File: src/rtl/hamming_byte_assembler.sv
// hamming_byte_assembler
// Pairs decoded Hamming nibbles (low nibble first) into bytes, queues them in
// a small FIFO behind a valid/ready interface, and keeps saturating counts of
// corrected and uncorrectable nibbles.
//
// Ports:
//   clk, rst            clock, synchronous active-high reset
//   in_valid/in_ready   nibble handshake; in_nibble data, in_err decoder flag
//   resync              drop any held low nibble, restart pairing
//   clear_counts        zero both error counters (wins over an increment)
//   out_valid/out_ready byte handshake; out_byte {hi,lo}, out_uncorr flag
//   level               FIFO occupancy
//   corr_count          accepted nibbles with in_err=01
//   uncorr_count        accepted nibbles with in_err=1x
module hamming_byte_assembler #(
  parameter int DEPTH = 4,
  parameter int CW    = 16,
  parameter int AW    = $clog2(DEPTH),
  parameter int LW    = $clog2(DEPTH) + 1
) (
  input  logic          clk,
  input  logic          rst,
  input  logic          in_valid,
  output logic          in_ready,
  input  logic [3:0]    in_nibble,
  input  logic [1:0]    in_err,
  input  logic          resync,
  input  logic          clear_counts,
  output logic          out_valid,
  input  logic          out_ready,
  output logic [7:0]    out_byte,
  output logic          out_uncorr,
  output logic [LW-1:0] level,
  output logic [CW-1:0] corr_count,
  output logic [CW-1:0] uncorr_count
);

  typedef enum logic [0:0] {LO = 1'b0, HI = 1'b1} state_t;

  state_t          state_r, state_s;
  logic [3:0]      hold_nibble_r, hold_nibble_s;
  logic            hold_uncorr_r, hold_uncorr_s;
  logic            ready_r, ready_s;
  logic [8:0]      mem_r [DEPTH];
  logic [AW-1:0]   wr_ptr_r, wr_ptr_s;
  logic [AW-1:0]   rd_ptr_r, rd_ptr_s;
  logic [LW-1:0]   level_r, level_s;
  logic            out_valid_r, out_valid_s;
  logic [8:0]      head_r, head_s;
  logic [CW-1:0]   corr_r, corr_s;
  logic [CW-1:0]   uncorr_r, uncorr_s;
  logic            accept_s;
  logic            push_s;
  logic            pop_s;
  logic [8:0]      push_data_s;

  // Saturating increment: holds at all-ones instead of wrapping.
  function automatic logic [CW-1:0] sat_inc(input logic [CW-1:0] v);
    if (v == {CW{1'b1}}) begin
      return v;
    end else begin
      return v + {{(CW-1){1'b0}}, 1'b1};
    end
  endfunction

  // in_ready is registered except for the resync gate, so it never follows
  // out_ready combinationally.
  assign in_ready     = ready_r & ~resync;
  assign out_valid    = out_valid_r;
  assign out_byte     = head_r[7:0];
  assign out_uncorr   = head_r[8];
  assign level        = level_r;
  assign corr_count   = corr_r;
  assign uncorr_count = uncorr_r;

  // Handshake decode and pairing state machine next-state.
  always_comb begin
    accept_s      = in_valid & in_ready;
    push_s        = accept_s & (state_r == HI);
    pop_s         = out_valid_r & out_ready;
    push_data_s   = {hold_uncorr_r | in_err[1], in_nibble, hold_nibble_r};
    state_s       = state_r;
    hold_nibble_s = hold_nibble_r;
    hold_uncorr_s = hold_uncorr_r;
    if (resync) begin
      state_s       = LO;
      hold_nibble_s = 4'h0;
      hold_uncorr_s = 1'b0;
    end else if (accept_s) begin
      case (state_r)
        LO: begin
          state_s       = HI;
          hold_nibble_s = in_nibble;
          hold_uncorr_s = in_err[1];
        end
        HI: begin
          state_s = LO;
        end
        default: begin
          state_s = LO;
        end
      endcase
    end else begin
      state_s = state_r;
    end
  end

  // FIFO pointers, occupancy and the next head entry presented on the outputs.
  always_comb begin
    wr_ptr_s    = wr_ptr_r + {{(AW-1){1'b0}}, push_s};
    rd_ptr_s    = rd_ptr_r + {{(AW-1){1'b0}}, pop_s};
    level_s     = level_r + {{(LW-1){1'b0}}, push_s} - {{(LW-1){1'b0}}, pop_s};
    out_valid_s = (level_s != {LW{1'b0}});
    if (level_s == {LW{1'b0}}) begin
      head_s = 9'h000;
    end else if (push_s && ((level_r - {{(LW-1){1'b0}}, pop_s}) == {LW{1'b0}})) begin
      // FIFO drains to empty this edge, so the byte being pushed becomes head.
      head_s = push_data_s;
    end else begin
      head_s = mem_r[rd_ptr_s];
    end
    if (state_s == LO) begin
      ready_s = 1'b1;
    end else begin
      ready_s = (level_s != LW'(DEPTH));
    end
  end

  // Error counters: clear wins over increment, increments saturate.
  always_comb begin
    corr_s   = corr_r;
    uncorr_s = uncorr_r;
    if (clear_counts) begin
      corr_s   = {CW{1'b0}};
      uncorr_s = {CW{1'b0}};
    end else if (accept_s) begin
      if (in_err == 2'b01) begin
        corr_s = sat_inc(corr_r);
      end else begin
        corr_s = corr_r;
      end
      if (in_err[1]) begin
        uncorr_s = sat_inc(uncorr_r);
      end else begin
        uncorr_s = uncorr_r;
      end
    end else begin
      corr_s   = corr_r;
      uncorr_s = uncorr_r;
    end
  end

  // Control and status registers.
  always_ff @(posedge clk) begin
    if (rst) begin
      state_r       <= LO;
      hold_nibble_r <= 4'h0;
      hold_uncorr_r <= 1'b0;
      ready_r       <= 1'b1;
      wr_ptr_r      <= {AW{1'b0}};
      rd_ptr_r      <= {AW{1'b0}};
      level_r       <= {LW{1'b0}};
      out_valid_r   <= 1'b0;
      head_r        <= 9'h000;
      corr_r        <= {CW{1'b0}};
      uncorr_r      <= {CW{1'b0}};
    end else begin
      state_r       <= state_s;
      hold_nibble_r <= hold_nibble_s;
      hold_uncorr_r <= hold_uncorr_s;
      ready_r       <= ready_s;
      wr_ptr_r      <= wr_ptr_s;
      rd_ptr_r      <= rd_ptr_s;
      level_r       <= level_s;
      out_valid_r   <= out_valid_s;
      head_r        <= head_s;
      corr_r        <= corr_s;
      uncorr_r      <= uncorr_s;
    end
  end

  // FIFO storage; contents need no reset since occupancy gates visibility.
  always_ff @(posedge clk) begin
    if (push_s) begin
      mem_r[wr_ptr_r] <= push_data_s;
    end
  end

endmodule

File: config.mk
export PLATFORM = sky130hd
export DESIGN_NAME = hamming_byte_assembler
export DESIGN_NICKNAME = d
export VERILOG_FILES = /design/src/rtl/hamming_byte_assembler.sv
export SDC_FILE = /design/constraint.sdc
export NUM_CORES = 1
export LEC_CHECK = 0
export BUFFER_PORTS_ARGS = -buffer_cell sky130_fd_sc_hd__buf_2
export CAP_MARGIN = 20
export CORE_ASPECT_RATIO = 2
export CORE_MARGIN = 3
export CORE_UTILIZATION = 61
export DETAILED_ROUTE_END_ITERATION = 8
export PLACE_DENSITY = 0.9
export SLEW_MARGIN = 20
export SYNTH_ARGS = -nofsm -noshare
export SYNTH_HDL_FRONTEND = slang
export SYNTH_SLANG_ARGS = --single-unit
File: constraint.sdc
create_clock -name clk -period 6.5 [get_ports clk]
set_input_delay 1.95 -clock clk [delete_from_list [all_inputs] [get_ports clk]]
set_output_delay 1.95 -clock clk [all_outputs]
set_load 0.05 [all_outputs]
## Yosys cells after proc, flatten, opt, wreduce, memory -nomap -nowiden

Memories as Yosys holds them, arrays and structs flattened.
Cells that the tools add are included.

- Register bits: 56
- Latch bits: 0
- Bits in writable memories: 36
- Memory bits (read-only): 0
- Input bits: 12
- Memories: 1

Memory list:

| name | depth | width | rd ports | clocked after memory_dff | write ports | RTL line | text |
|---|---|---|---|---|---|---|---|
| mem_r | 4 | 9 | 1 | 0 | 1 | 44 | `logic [8:0] mem_r [DEPTH];` |

- Add/sub/neg operators: 7
- Multiply operators: 0
- Div/mod/pow operators: 0
- Magnitude comparators: 0
- Eq/ne operators: 4
- Shift-type cells: 0
- Mux-type cells: 6
- Bitwise operators: 10
- Reduce and logical (&&, ||, !) cells: 11

Operators by type and width:

| cell | count |
|---|---|
| $add A16 B1 Y16 const B | 2 |
| $eq A16 B16 Y1 const B | 2 |
| $mux W9 | 1 |
| $reduce_or A2 Y1 | 4 |
| $logic_not A3 Y1 | 2 |
| $reduce_and A3 Y1 | 2 |
| $sub A3 B1 Y3 | 2 |
| $not A1 Y1 | 5 |
| $add A2 B1 Y2 | 2 |
| $and A1 B1 Y1 | 4 |
| $mux W1 | 4 |
| $add A3 B1 Y3 | 1 |
| $ne A3 B3 Y1 const B | 1 |
| $reduce_bool A3 Y1 | 1 |
| $eq A2 B1 Y1 const B | 1 |
| $pmux W1 S2 | 1 |
| $reduce_and A2 Y1 | 1 |
| $logic_and A1 B1 Y1 | 1 |
| $or A1 B1 Y1 | 1 |

## Logic depth before layout (Yosys ltp)

- Depth after elaboration: 8
- Gate-level depth with buffers: 13

## Worst setup path after synthesis

No wires, ideal clock.

- Path type: input to output
- Start point: input port resync
- End point: output port in_ready
- Arrival time: 2.639 ns
- Slack: 1.911 ns
- Stages: 1
- Cell sequence: nor2b_1

- Longest elaborated chain between the ends: 2

RTL lines:

| item | RTL line | text |
|---|---|---|
| start, declared | 27 | `input logic resync,` |
| $not A1 Y1 | 68 | `assign in_ready = ready_r & ~resync;` |
| $and A1 B1 Y1 | 68 |  |
| end, declared | 24 | `output logic in_ready,` |

No other way between the ends.

## Worst setup path after layout

Ends and elaborated chain as after synthesis.

==> metrics.md <==
| Metric | Value |
|---|---|
| Cells after Synth | `354` |
| Initial antenna violation count | `0` |
| Root buffer cell | `clkbuf_16` |
| Clock Power Share | `34.9%` |
| Fin. max-slew vios | `0` |
| GP Congestion | `0.971` |
| Seq/Total Area, Yosys | `55.2%` |
| Startpoint Class | `input port` |
| Setup TNS Final | `0 ps` |
| Switching part of the total | `30.0%` |
| Req. time, crit path | `4550 ps` |
| Pwr per Cell Area | `319 mW/mm2` |
| Synth async-reset ratio | `0%` |
| Post-cts sizing count | `0` |
| Filler cells | `455` |
| Internal power | `about 1.0 mW` |
| Post-CTS Repair Setup Buffers | `0` |
| Number of diodes | `0` |
| Fmax | `227 MHz` |
| Combinational share of power | `21.4%` |
| Port Buffers | `57` |
| Final setup skew | `4.48 ps` |
| First-pass DRT Iterations | `7` |
| Clock period minus worst slack | `4400 ps` |
| Share of cells above drive strength 1 | `a little over a fifth` |
| Warnings from Yosys | `0` |
| Antenna viol nets, final | `0` |
| Syn avg cell area | `11.3 um2` |
| Number of max-cap violations | `0` |
| Commonest non-fill, non-tap cell in the layout | `buf_2` |
| Via count | `3073` |
| Leakage power | `between 1.5 and 2 nW` |
| CP arrival | `2450 ps` |
| EDFF count, synth | `36` |
| Flop pwr share | `43.7%` |
| Dominant synthesized flop cell | `dfxtp_1` |
| Starting Density | `63.2%` |
| Core footprint | `0.00631 mm2` |
| Die footprint | `0.00760 mm2` |
| Hold crit path type | `reg2reg` |
| CP endpoint kind | `output pin` |
| RSZ-0062 raised after global routing | `false` |
| Final nets | `435` |
| Peak supply drop | `0.176 mV` |
| Residual DRC | `0` |
| I/O Pins | `58` |
| First-pass GRT wire length | `approximately 14000 um` |
| HPWL after detailed placement | `6150 um` |
| Vias in the first global route | `2986` |
| Reg clk slew, reported paths | `60 ps` |
| Relative slew slack | `31.4%` |
| Net Count, Synth | `between 300 and 400` |
| Vias/cell | `6.10` |
| Status | `complete, no violations` |
| WHS | `499 ps` |
| CTS Buf Count | `9` |
| Die Span Y | `120 um` |
| Mean routed wirelength per cell | `17.1 um` |
| Final hold viol count | `0` |
| Worst skew pair latency | `340 ps` |
| Largest net degree at the start of global routing | `26` |
| CTS tree | `yes` |
| H-tree depth | `3` |
| Final setup fails | `0` |
| Clock buffer depth | `2` |
| CTS Sinks | `just over 90` |
| Die Width | `63.2 um` |
| Worst-path fanout max | `5` |
| Congestion Overflow GR | `0` |
| Iteration-0 DRC Markers | `238` |
| CP Class | `in2out` |
| Synth cell types | `44` |
| NetSw | `about 450 uW` |
| Most frequent cells in the layout | `buf_2, dfxtp_1, edfxtp_1` |
| Seq cells post-synth | `92` |
| Synth-to-Final Area Change | `16.7%` |
| Post-synthesis cell area | `around 0.004 mm2` |
| Tot GR Track Use | `24.2%` |
| Total Wirelength | `8600 um` |
| Core Rows | `41` |
| CTS Hold Buffers Added | `0` |
| Period utilization | `67.7%` |
| Worst slew pin tran | `between 1000 and 1500 ps` |
## worst paths after layout
path	from	to	slack, ps	cells past startpoint
worst max register to register	ready_r	head_r[0]	3520	12
worst min-delay path	hold_uncorr_r	hold_uncorr_r	500	2
worst max-delay path	resync	in_ready	2100	3
worst min register to register	hold_uncorr_r	hold_uncorr_r	500	2
## area by class of cell
cell class | count | area (um2) | share of cell area [%]
Inverter | 11 | 41.3 | 0.887
Clock inverter | 5 | 61.3 | 1.32
Multi-Input combinational cell | 238 | 1700 | 36.4
Clock buffer | 11 | 233 | 5.00
Tap cell | 86 | 108 | 2.31
Timing Repair Buffer | 61 | 315 | 6.77
Sequential cell | 92 | 2200 | 47.3
## worst max-delay path, stage by stage
cell and delay, ps:
buf_2 120, nor2b_1 100, buf_2 270
## through the flow
stage | util [%] | instances | cell area (um2) | power (mW) | setup WS (ps)
floorplan | - | 354 | 3990 | 0.909 | 1910
detailed placement | 69.1 | 488 | 4360 | 0.976 | 1890
global placement | 69.1 | 488 | 4360 | 0.964 | 2000
global route | 73.8 | 504 | 4660 | 1.54 | 1890
CTS | 73.8 | 504 | 4660 | 1.49 | 2110
finish | 73.8 | 504 | 4660 | 1.48 | 2100
## logic make-up (layout without fill, tap and decap cells)
kind of cell,count (synthesis),count (layout),synth area share (%)
buffers and inverters,24,88,2.29
adders and majority gates,10,10,3.33
muxes,29,29,10.1
and+or+nand+nor,142,142,19.6
DFF,92,92,55.2
AOI/OAI and AO/OA,52,52,8.34
xor gates and xnor gates,5,5,1.10
## sequential cells by signal, summed over array words and instances (netlist names)
register / flops
rd_ptr_r: 2
out_valid: 1
level: 3
hold_uncorr_r: 1
wr_ptr_r: 2
mem_r: 36
state_r: 1
hold_nibble_r: 4
uncorr_count: 16
head_r: 9
corr_count: 16
ready_r: 1
## power groups by stage
stage          Sequential (mW)  Combinational (mW)  Clock, mW
2_1_floorplan            0.763               0.146          0
3_3_place_gp             0.659               0.305          0
3_5_place_dp             0.661               0.315          0
4_1_cts                  0.648               0.320      0.521
5_1_grt                  0.651               0.343      0.546
6_report                 0.648               0.317      0.518
## cells in the mapped netlist, drive strengths merged (6+ instances only)
cell	number	share of area, %
or4	16	3.0
nor3	6	0.75
a21oi	22	2.8
clkbuf	10	0.94
or3	13	2.0
inv	11	1.0
edfxtp	36	27
nand4	12	2.0
ha	9	2.8
nor4	6	0.94
o31ai	12	2.3
dfxtp	56	28
nor2b	7	1.1
nor2	27	2.5
nand3	8	1.0
mux2i	20	5.0
nand2	26	2.4
mux4	9	5.1
## routing by layer
metal	track usage [%]	vias up	wire, um
li1	-	1464	-
met1	25.6	1492	3200
met2	44.3	101	4790
met3	4.74	16	392
met4	12.6	0	226
met5	0	-	0
Power figures use the tool's default switching activity.
